### config.mk
export PLATFORM = sky130hd
export DESIGN_NAME = pwm_capture
export DESIGN_NICKNAME = d
export VERILOG_FILES = /design/src/rtl/pwm_capture_pkg.sv /design/src/rtl/pwm_edge_sync.sv /design/src/rtl/pwm_capture.sv
export SDC_FILE = /design/constraint.sdc
export NUM_CORES = 1
export LEC_CHECK = 0
export ABC_AREA = 1
export BUFFER_PORTS_ARGS = -buffer_cell sky130_fd_sc_hd__buf_2
export CAP_MARGIN = 20
export CORE_UTILIZATION = 50
export CTS_BUF_LIST = sky130_fd_sc_hd__clkbuf_4 sky130_fd_sc_hd__clkbuf_8 sky130_fd_sc_hd__clkbuf_16
export CTS_CLUSTER_DIAMETER = 120
export CTS_CLUSTER_SIZE = 40
export DETAILED_ROUTE_END_ITERATION = 12
export PLACE_DENSITY = 0.73
export SLEW_MARGIN = 20
export SYNTH_ARGS = -nofsm -noshare
export SYNTH_HDL_FRONTEND = slang
export SYNTH_SLANG_ARGS = --single-unit
### constraint.sdc
create_clock -name i_clk -period 4.1 [get_ports i_clk]
set_clock_uncertainty 0.2 [all_clocks]
set_input_delay 0.41 -clock i_clk [delete_from_list [all_inputs] [get_ports i_clk]]
set_output_delay 0.41 -clock i_clk [all_outputs]
set_load 0.02 [all_outputs]
### src/rtl/pwm_capture_pkg.sv
// Shared constants and state encoding for the PWM capture block.
// Glitch filter is enabled with PWM_CAPTURE_GLITCH_FILTER_EN.
package pwm_capture_pkg;

    localparam int PWM_DUTY_W      = 10;
    localparam int PWM_PERIOD      = 1024;
    localparam int PWM_TIMEOUT     = 2048;
    localparam int PWM_SYNC_STAGES = 2;

    typedef enum logic [1:0] {
        IDLE   = 2'd0,
        ARMED  = 2'd1,
        LOCKED = 2'd2
    } cap_state_e;

endpackage

### src/rtl/pwm_edge_sync.sv
// Input synchronizer, optional 3-sample majority filter and rise detect.
// Filter built in when PWM_CAPTURE_GLITCH_FILTER_EN is defined.
module pwm_edge_sync
    import pwm_capture_pkg::*;
#(
    parameter int SYNC_STAGES = PWM_SYNC_STAGES
) (
    input  logic i_clk,
    input  logic i_rst_n,
    input  logic i_pwm,
    output logic o_pwm_s,
    output logic o_rise
);

    logic [SYNC_STAGES-1:0] sync_q;
    logic [SYNC_STAGES-1:0] sync_d;
    logic                   pwm_s;
    logic                   prev_q;

    assign sync_d = {sync_q[SYNC_STAGES-2:0], i_pwm};

    always_ff @(posedge i_clk) begin
        if (!i_rst_n) begin
            sync_q <= '0;
        end else begin
            sync_q <= sync_d;
        end
    end

`ifdef PWM_CAPTURE_GLITCH_FILTER_EN
    logic [1:0] hist_q;
    logic       maj_q;
    logic       maj_d;
    logic       samp;

    assign samp  = sync_q[SYNC_STAGES-1];
    // Majority of the newest sample and the two before it.
    assign maj_d = (samp & hist_q[0]) | (samp & hist_q[1])
                 | (hist_q[0] & hist_q[1]);

    always_ff @(posedge i_clk) begin
        if (!i_rst_n) begin
            hist_q <= '0;
            maj_q  <= 1'b0;
        end else begin
            hist_q <= {hist_q[0], samp};
            maj_q  <= maj_d;
        end
    end

    assign pwm_s = maj_q;
`else
    assign pwm_s = sync_q[SYNC_STAGES-1];
`endif

    always_ff @(posedge i_clk) begin
        if (!i_rst_n) begin
            prev_q <= 1'b0;
        end else begin
            prev_q <= pwm_s;
        end
    end

    assign o_pwm_s = pwm_s;
    assign o_rise  = pwm_s & ~prev_q;

endmodule

### src/rtl/pwm_capture.sv
// Recovers duty code and period from a sampled PWM waveform.
// Optional majority filter via PWM_CAPTURE_GLITCH_FILTER_EN.
module pwm_capture
    import pwm_capture_pkg::*;
#(
    parameter int DUTY_W      = PWM_DUTY_W,
    parameter int PERIOD      = PWM_PERIOD,
    parameter int TIMEOUT     = PWM_TIMEOUT,
    parameter int SYNC_STAGES = PWM_SYNC_STAGES
) (
    input  logic              i_clk,
    input  logic              i_rst_n,
    input  logic              i_pwm,
    output logic [DUTY_W-1:0] o_duty,
    output logic [DUTY_W:0]   o_period,
    output logic              o_valid,
    output logic              o_err,
    output logic              o_stuck,
    output logic              o_locked
);

    localparam int PW = DUTY_W + 2;
    localparam int HW = DUTY_W + 1;
    localparam logic [HW-1:0] HI_MAX  = HW'((1 << DUTY_W) - 1);
    localparam logic [PW-1:0] PER_MAX = PW'((1 << (DUTY_W + 1)) - 1);

    logic pwm_s;
    logic rise;

    pwm_edge_sync #(
        .SYNC_STAGES(SYNC_STAGES)
    ) u_sync (
        .i_clk  (i_clk),
        .i_rst_n(i_rst_n),
        .i_pwm  (i_pwm),
        .o_pwm_s(pwm_s),
        .o_rise (rise)
    );

    cap_state_e        state_q, state_d;
    logic [PW-1:0]     per_q, per_d;
    logic [HW-1:0]     hi_q, hi_d;
    logic [DUTY_W-1:0] duty_q, duty_d;
    logic [DUTY_W:0]   period_q, period_d;
    logic              valid_q, valid_d;
    logic              err_q, err_d;
    logic              stuck_q, stuck_d;
    logic              pub_meas;
    logic              pub_stuck;

    // Counters restart at 1 on a rise and saturate instead of wrapping.
    always_comb begin
        per_d = per_q;
        hi_d  = hi_q;
        if (rise) begin
            per_d = PW'(1);
            hi_d  = HW'(1);
        end else begin
            if (per_q != '1) begin
                per_d = per_q + PW'(1);
            end
            if (pwm_s && (hi_q != '1)) begin
                hi_d = hi_q + HW'(1);
            end
        end
    end

    always_comb begin
        state_d   = state_q;
        pub_meas  = 1'b0;
        pub_stuck = 1'b0;
        unique case (state_q)
            IDLE: begin
                if (rise) begin
                    state_d = ARMED;
                end
            end
            ARMED, LOCKED: begin
                if (rise) begin
                    state_d  = LOCKED;
                    pub_meas = 1'b1;
                end else if (per_q == PW'(TIMEOUT)) begin
                    state_d   = IDLE;
                    pub_stuck = 1'b1;
                end
            end
            default: begin
                state_d = IDLE;
            end
        endcase
    end

    always_comb begin
        duty_d   = duty_q;
        period_d = period_q;
        err_d    = err_q;
        stuck_d  = stuck_q;
        valid_d  = 1'b0;
        if (pub_meas) begin
            duty_d   = (hi_q > HI_MAX) ? '1 : hi_q[DUTY_W-1:0];
            period_d = (per_q > PER_MAX) ? '1 : per_q[DUTY_W:0];
            err_d    = (per_q != PW'(PERIOD)) | (hi_q > HI_MAX);
            stuck_d  = 1'b0;
            valid_d  = 1'b1;
        end else if (pub_stuck) begin
            duty_d   = pwm_s ? '1 : '0;
            period_d = '0;
            err_d    = 1'b0;
            stuck_d  = 1'b1;
            valid_d  = 1'b1;
        end
    end

    always_ff @(posedge i_clk) begin
        if (!i_rst_n) begin
            state_q  <= IDLE;
            per_q    <= '0;
            hi_q     <= '0;
            duty_q   <= '0;
            period_q <= '0;
            valid_q  <= 1'b0;
            err_q    <= 1'b0;
            stuck_q  <= 1'b0;
        end else begin
            state_q  <= state_d;
            per_q    <= per_d;
            hi_q     <= hi_d;
            duty_q   <= duty_d;
            period_q <= period_d;
            valid_q  <= valid_d;
            err_q    <= err_d;
            stuck_q  <= stuck_d;
        end
    end

    assign o_duty   = duty_q;
    assign o_period = period_q;
    assign o_valid  = valid_q;
    assign o_err    = err_q;
    assign o_stuck  = stuck_q;
    assign o_locked = (state_q == LOCKED);

endmodule

# == Word-level counts from Yosys, hierarchy flattened ==
# Index checks and enable logic that the tools add are counted.
# Widths: inputs -> output; s select.
# word_totals
reg_bits,52
in_bits,3
wordCells,61
# classes
add_sub_neg,2
magnitude_cmp,2
n_eq_ne,8
mux,24
n_bitwise,4
reduce_logical,9
# op_table
operator,count
$mux 10,4
$mux 11,3
$mux 1,13
$add 12x1->12 const B,1
$eq 12x12->1 const B,1
$gt 12x11->1 const B,1
$ne 12x11->1 const B,1
$ne 12x12->1 const B,1
$add 11x1->11 const B,1
$gt 11x10->1 const B,1
$ne 11x11->1 const B,1
$mux 2,3
$reduce_bool 2->1,3
$reduce_or 2->1,3
$pmux 2 s2,1
$ne 3x3->1 const B,1
$eq 2x1->1 const B,1
$eq 2x2->1 const B,1
$logic_not 2->1,1
$ne 2x2->1 const B,1
$not 1->1,2
$reduce_and 2->1,1
$and 1x1->1,1
$logic_and 1x1->1,1
$or 1x1->1,1

# == Logic depth before layout (Yosys ltp) ==
# Gate-level depths: netlist of the first run.
# depth
depth_word,6
mapped_depth,11
mapped_depth_nobuf,11

# == Modules after synthesis ==
# From an unflattened synthesis of the first run, not the netlist that was laid out.
# unflattened
hier_cells,356
hier_area_um2,2582.5
# by_module_without_submodules
mod,instances,cells_per_inst,area_per_inst_um2,seq_area_each_um2
pwm_capture,1,345,2489.9,980.9
pwm_edge_sync,1,11,92.6,60.1

# == Worst setup path before layout of the first run ==
# Ideal clock, no wire load.
# synth_timing
path_type,register -> register
from,register per_q[0]
to,"register duty_q[0], in the netlist o_duty[0]"
t_arrival_ns,1.300
setup_slack_ns,2.460
stages_incl_launch_ff,11
path_buffers,1
period_less_slack_ns,1.640
cell_sequence,dfxtp_1 -> inv_1 -> ha_1 -> nand3_2 -> nor2_2 -> nand3_2 -> nand2_4 -> inv_4 -> buf_12 -> nand2_4 -> a21oi_2
# synth_between
elab_chain_len,5
# synth_lines
element,line,text
"start, declared",pwm_capture.sv:41,"logic [PW-1:0] per_q, per_d;"
"start signal, assigned",pwm_capture.sv:126,per_q <= per_d;
$eq 12x12->1,pwm_capture.sv:82,end else if (per_q == PW'(TIMEOUT)) begin
$mux 1,pwm_capture.sv:82,
$mux 1,pwm_capture.sv:79,if (rise) begin
$mux 1,pwm_capture.sv:72,unique case (state_q)
$reduce_bool 2->1 (no line),-,
"end signal, assigned",pwm_capture.sv:128,duty_q <= duty_d;
"end, declared",pwm_capture.sv:43,"logic [DUTY_W-1:0] duty_q, duty_d;"
# No other way between the ends.
# A chain may end at the register's enable or synchronous reset.

# == Worst setup path in the final report of the first run ==
# layout_timing
from,input i_rst_n
to,register per_q[3]
# layout_between
elab_chain_len,2
# layout_lines
element,line,text
"start, declared",pwm_capture.sv:12,"input logic i_rst_n,"
$not 1->1 (no line),-,
$reduce_or 2->1 (no line),-,
# No other way between the ends.

==> run_results.csv, run 1 <==
group,metric,value,unit
timing,setup_ws,1.81,ns
critical_path,start_kind,"input port",
logic_synthesis,syn-num-nets,373,
logic_synthesis,synth_compound_area_share,14.2,%
grt,grt_start_max_net_pins,24,
critical_path,r2r_setup_slack,1.92,ns
grt,grt_pass1_vias,1951,
timing,setup_violations,0,
critical_path,cp-end-kind,"flip-flop",
critical_path,worstPathMaxFanout,23,
place,post-place-ws,1.45,ns
layout,layout-drive-gt1-share,21.5,%
timing,clock.fmax,436,MHz
critical_path,worstPathRequired,4.13,ns
logic_synthesis,netlist_area,2680,um2
timing,period_minus_slack,2.29,ns
critical_path,arrival,2.33,ns
worst_hold_path,whs_path_depth,3,
floorplan,dieArea,5660,um2
floorplan,num_rows,26,
logic_synthesis,ys_warn_count,0,
grt,grt.overflow.total,0,
place,place_congestion,0.902,
logic_synthesis,syn_inst,365,
logic_synthesis,ys_seq_area_share,38.8,%
floorplan,num_io_pins,28,
cts,cts_resized,0,
layout,seq_area,1040,um2
logic_synthesis,netlist-cell-type-count,31,
detailed_routing,routed_wl,5.33,mm
timing,fin_crit_sh,55.9,%
timing,rsz0062_at_grt,"no",
layout,n_antenna_cell,0,
cts,clock_latency,0.30,ns
power,p_leak,1.26,nW
timing,drv_slew,0,
cts,cts_hold_buf,0,
cts,clock_path_buffers,2,
place,hpwl,3.96,mm
cts,ctsRootBufferMaster,"clkbuf_8",
cts,postCtsSetupBuffers,0,
detailed_routing,ant_nets,0,
detailed_routing,drt_iter0_drc,178,
critical_path,r2r-start,"u_sync.sync_q[1]",
cts,htree_levels,2,
timing,tns,0,ns
detailed_routing,via_per_inst,5.04,
timing,worst_slew_pin_slew,0.940,ns
power,powerDensity,298,nW/um2
job,drv_cap,0,
logic_synthesis,synth-seq-cells,52,
layout,multi_input_area,1360,um2
cts,path_clk_slew,0.09,ns
critical_path,crit_type,"input port to flip-flop",
logic_synthesis,synth-simple-area-share,32.5,%
cts,numCtsBuffers,5,
cts,clock_sinks,52,
detailed_routing,first_pass_iters,4,
detailed_routing,num_vias,2323,
floorplan,dieHeight,75.3,um
logic_synthesis,synth_top_family_by_area,"simple AND/OR/NAND/NOR gates",
status,status,"finished, final reports clean",
critical_path,r2r_end,"per_q[3]",
timing,slew_headroom,37.1,%
logic_synthesis,syn_area_per_cell,7.35,um2
logic_synthesis,muxShareOfSynthArea,0,%
logic_synthesis,synthAdderAreaFrac,2.33,%
worst_hold_path,holdPathEnd,"u_sync.sync_q[0]",
layout,final_nets,398,
grt,grt_pass1_wl,8.92,mm
layout,fillers,502,
floorplan,die_w,75.3,um
detailed_routing,drcViolationCount,0,
critical_path,r2r_cells,5,
cts,cts_tree,"done",
logic_synthesis,synth_xor_area_share,1.63,%
layout,area_growth_syn_to_layout,8.95,%
floorplan,core,5140,um2
power,max-vdd-ir-drop,0.122,mV
timing,finalHoldViolCount,0,
grt,antenna_found_initial,0,
detailed_routing,wl_per_cell,11.6,um
worst_hold_path,holdCritPathClass,"input port to flip-flop",
place,port_buffers,27,
worst_hold_path,worstHoldStart,"i_pwm",
grt,grt_use_total,20.4,%
floorplan,start_util,52.2,%
## synth_stat cells
library cell	n	area [um2]
nand2_1	72	270
dfxtp_1	52	1040
inv_1	43	161
nor2_1	38	143
a21oi_1	30	150
o21ai_0	23	115
nand3_1	22	110
nand2_4	11	124
a21oi_2	9	78.8
inv_2	7	26.3
nand2_2	6	37.5
o21ai_1	6	30.0
ha_1	5	62.6
nand3_2	5	50.1
nand4_1	5	31.3
xor2_1	5	43.8
nor2_2	4	25.0
buf_6	3	33.8
nor3_1	3	15.0
buf_2	2	10.0
clkbuf_1	2	7.51
inv_4	2	12.5
nor2_4	2	22.5
a31oi_1	1	6.26
buf_1	1	3.75
buf_12	1	20.0
clkinv_4	1	8.76
nor2_8	1	20.0
nor3_2	1	10.0
nor3b_1	1	7.51
nor4_1	1	6.26
## routing by layer
| metal | track usage (%) | vias to the layer above | part of all wire (%) | routed length (um) |
|---|---|---|---|---|
| met5 | 0 | - | 0 | 0 |
| met4 | 6.38 | 0 | 0.99 | 53 |
| met3 | 4.55 | 6 | 4.1 | 219 |
| met2 | 29.2 | 48 | 42 | 2260 |
| met1 | 30.3 | 1053 | 53 | 2800 |
| li1 | - | 1216 | - | - |
## placed cells by master (no fill, tap or decap), types with 2 or more instances in the layout
master     n
a21oi_1   30
a21oi_2    9
buf_2     27
clkbuf_8   6
clkinv_2   2
dfxtp_1   52
ha_1       5
inv_1     43
inv_2      7
inv_4      2
nand2_1   72
nand2_2    6
nand2_4   11
nand3_1   22
nand3_2    5
nand4_1    5
nor2_1    38
nor2_2     4
nor2_4     2
nor3_1     3
o21ai_0   23
o21ai_1    6
xor2_1     5
## report_power, final
| part | total (mW) | switching, mW | internal, mW |
|---|---|---|---|
| Clock | 0.303 | 0.168 | 0.135 |
| Combinational | 0.0479 | 0.0320 | 0.0158 |
| Sequential | 0.520 | 0.00835 | 0.511 |
## worst max-delay path, cell delays in order
cell and delay (ns):
buf_2 0.16, inv_1 0.38, nor2_1 0.87, inv_1 0.30, a31oi_1 0.21
## per-stage QoR
stage | std cells | util, % | area, um2 | hold WS, ns | total power [mW]
2_1_floorplan | 365 | - | 2680 | 0.190 | 0.570
3_3_place_gp | 453 | 55.1 | 2830 | 0.218 | 0.579
3_5_place_dp | 453 | 55.1 | 2830 | 0.210 | 0.579
4_1_cts | 461 | 56.9 | 2920 | 0.0764 | 0.879
5_1_grt | 461 | 56.9 | 2920 | 0.121 | 0.911
6_report | 461 | 56.9 | 2920 | 0.0788 | 0.870
## flip-flops by register name, summed over array words and instances, names as in the netlist, 2 cells and up
signal	count
o_period	11
o_duty	10
u_sync.sync_q	2
hi_q	11
per_q	12
state_q	2
## worst max-delay path by stage
stage | startpoint | endpoint | depth (start not counted)
after floorplan | per_q[0] | o_duty[0] | 10
after global routing | i_rst_n | per_q[6] | 5
after CTS | i_rst_n | per_q[3] | 5
after detailed placement | i_rst_n | per_q[3] | 5
after global placement | i_rst_n | per_q[3] | 5
final | i_rst_n | per_q[3] | 5
## layout make-up
| class | instances | share of cell area, % |
|---|---|---|
| tap | 70 | 3.00 |
| clock inverter | 2 | 0.342 |
| timing repair buffer | 27 | 4.62 |
| inverter | 53 | 7.15 |
| multi-input combinational | 251 | 46.5 |
| clock buffer | 6 | 2.82 |
| sequential | 52 | 35.6 |
## logic make-up (layout without fill, tap and decap cells)
group	count (synthesis)	after routing
flops	52	52
xor+xnor	5	5
fa+ha+maj	5	5
simple gates	172	172
compound gates	69	69
buf+inv	62	88
No activity file was read; power rests on OpenSTA's default activity.
==> run 2, diff against run 1 <==
ABC_AREA = 0   (was 1)
PLACE_DENSITY = 0.74   (was 0.73)
clock period = 2.35 ns   (was 4.1 ns; I/O delays follow)
==> run_results.csv, run 2 <==
group,metric,value,unit
power,p_leak,0.961,nW
detailed_routing,drt_iter0_drc,85,
cts,clock_path_buffers,2,
layout,final_nets,289,
job,drv_cap,0,
layout,final_cell_mix,"dfxtp_1, nor2_1, buf_2, nand2_1, a21oi_1",
place,hpwl,3.33,mm
logic_synthesis,synth.most_common_cell,"dfxtp_1",
logic_synthesis,synth-edff-count,0,
layout,area_growth_syn_to_layout,12.4,%
logic_synthesis,netlist-cell-type-count,53,
power,p_sw,0.331,mW
power,p_total,1.56,mW
timing,clock.fmax,469,MHz
critical_path,crit_type,"flip-flop to flip-flop",
cts,clock_sinks,52,
logic_synthesis,syn-num-nets,264,
grt,grt_pass1_wl,8.16,mm
timing,worst_slew_pin_slew,0.535,ns
floorplan,die_w,69.5,um
layout,finalNonFillerCells,332,
floorplan,core,4350,um2
floorplan,start_util,52.3,%
power,internal-power,1.23,mW
timing,fin_hold_ws,0.0255,ns
grt,grt_use_total,20.6,%
cts,cts_tree,"done",
timing,setup_violations,0,
cts,cts_resized,0,
logic_synthesis,synth-seq-cells,52,
critical_path,worstPathRequired,2.32,ns
cts,numCtsBuffers,5,
layout,regMostFlops,"per_q",
place,post-place-ws,0.260,ns
floorplan,dieArea,4830,um2
timing,tns,0,ns
critical_path,worstPathMaxFanout,11,
worst_hold_path,holdCritPathClass,"input port to flip-flop",
detailed_routing,via_per_inst,5.82,
logic_synthesis,synth-main-ff-cell,"dfxtp_1",
place,post-place-cells,325,
cts,clock_latency,0.30,ns
layout,largest_reg_flops,12,
power,switching_share,21.3,%
grt,grt.overflow.total,0,
logic_synthesis,ys_top_cells_by_count,"dfxtp_1, nor2_1, nand2_1, a21oi_1",
logic_synthesis,synthArstFlopShare,0,%
critical_path,start_kind,"flip-flop",
place,port_buffers,27,
layout,layout_commonest_cell,"dfxtp_1",
cts,ctsRootBufferMaster,"clkbuf_8",
place,place_congestion,0.868,
cts,htree_levels,2,
detailed_routing,first_pass_iters,4,
timing,fin_crit_sh,90.7,%
logic_synthesis,netlist.area_leader.share,45.7,%
floorplan,num_io_pins,28,
logic_synthesis,ys_warn_count,0,
detailed_routing,wl_per_cell,14.3,um
power,seqPwrFrac,58.1,%
layout,layout-drive-gt1-share,15.7,%
timing,period_minus_slack,2.13,ns
timing,finalHoldViolCount,0,
detailed_routing,routed_wl,4.75,mm
power,pwr-share-comb,4.7,%
logic_synthesis,netlist_area,2280,um2
cts,postCtsSetupBuffers,0,
power,powerDensity,608,nW/um2
timing,slew_headroom,63.9,%
logic_synthesis,syn_area_per_cell,8.90,um2
timing,setup_ws,0.220,ns
power,max-vdd-ir-drop,0.399,mV
cts,path_clk_slew,0.09,ns
detailed_routing,drcViolationCount,0,
logic_synthesis,ys_seq_area_share,45.7,%
critical_path,arrival,2.10,ns
power,clkPwrFrac,37.3,%
logic_synthesis,syn_inst,256,
floorplan,dieHeight,69.5,um
grt,grt_start_max_net_pins,15,
floorplan,num_rows,24,
layout,n_antenna_cell,0,
status,status,"finished, final reports clean",
timing,drv_slew,0,
logic_synthesis,synth_area_leaders,"dfxtp_1, nor2_1, o2bb2ai_1, a21oi_1, a31oi_1",
grt,grt_pass1_vias,1750,
critical_path,cp-end-kind,"flip-flop",
detailed_routing,num_vias,1932,
timing,rsz0062_at_grt,"no",
grt,antenna_found_initial,0,
logic_synthesis,synth_top_area_cell,"dfxtp_1",
detailed_routing,ant_nets,0,
-- run 2: changes by cell type after synthesis, sizes merged, moves of 5 or more --
cell / change
a21oi: -25
and2: +5
o2bb2ai: +11
nor2: -16
inv: -44
clkbuf: +10
a31oi: +10
o21ai: -21
and4: +5
nand3: -17
and3: +6
nand2: -73
-- run 2: final timing paths --
check,from,slack [ns],cells past startpoint,endpoint
worst max-delay path,state_q[1],0.22,6,o_duty[5]
worst min-delay path,i_rst_n,0.03,2,u_sync.prev_q
worst max register to register,state_q[1],0.22,6,o_duty[5]
worst min register to register,u_sync.sync_q[0],0.24,1,u_sync.sync_q[1]
-- run 2: cells by family after synthesis --
logic type	after synthesis	synth area share, %
AND/OR/NAND/NOR	100	23.6
adder cells (fa/ha/maj)	5	2.75
multiplexers	1	0.440
XOR/XNOR	7	2.69
buffers and inverters	24	4.51
flip-flops	52	45.7
AO/OA/AOI/OAI	67	20.3
-- run 2: power groups by stage --
stage	Sequential (mW)	Combinational, mW	Clock [mW]
6_report	0.903	0.0726	0.580
3_5_place_dp	0.924	0.0709	0
5_1_grt	0.906	0.0816	0.614
2_1_floorplan	0.923	0.0474	0
3_3_place_gp	0.924	0.0690	0
4_1_cts	0.903	0.0721	0.593
-- run 2: layout make-up --
class / instances / area, um2
Clock buffer: 5 / 68.8
Clock inverter: 1 / 30.0
Fill cell: 377 / 1800
Inverter: 8 / 30.0
Multi-Input combinational cell: 180 / 1130
Sequential cell: 52 / 1040
Tap cell: 52 / 65.1
Timing Repair Buffer: 34 / 190
-- run 2: worst max-delay path, cell delays in order (launching register included) --
cell	delay [ns]
dfxtp_1	0.38
inv_1	0.06
ha_1	0.35
and3b_1	0.39
nand2b_1	0.25
o32ai_1	0.32
nor2_1	0.06
-- run 2: through the flow --
step | util, % | area (um2)
final | 58.8 | 2560
after global routing | 58.8 | 2560
after CTS | 58.8 | 2560
after detailed placement | 56.3 | 2450
after global placement | 56.3 | 2450
after floorplan | - | 2280
-- run 2: layer usage --
metal	share of wire (%)	global-route usage (%)	vias up
li1	-	-	988
met1	53	29.9	891
met2	42	30.3	49
met3	4.3	3.78	4
met4	0.84	7.71	0
met5	0	0	-
-- run 2: what timing repair did --
action,in CTS,in global routing
endpoints found under the setup margin,0,0
hold endpoints to repair,1,0
hold buffers,1,0
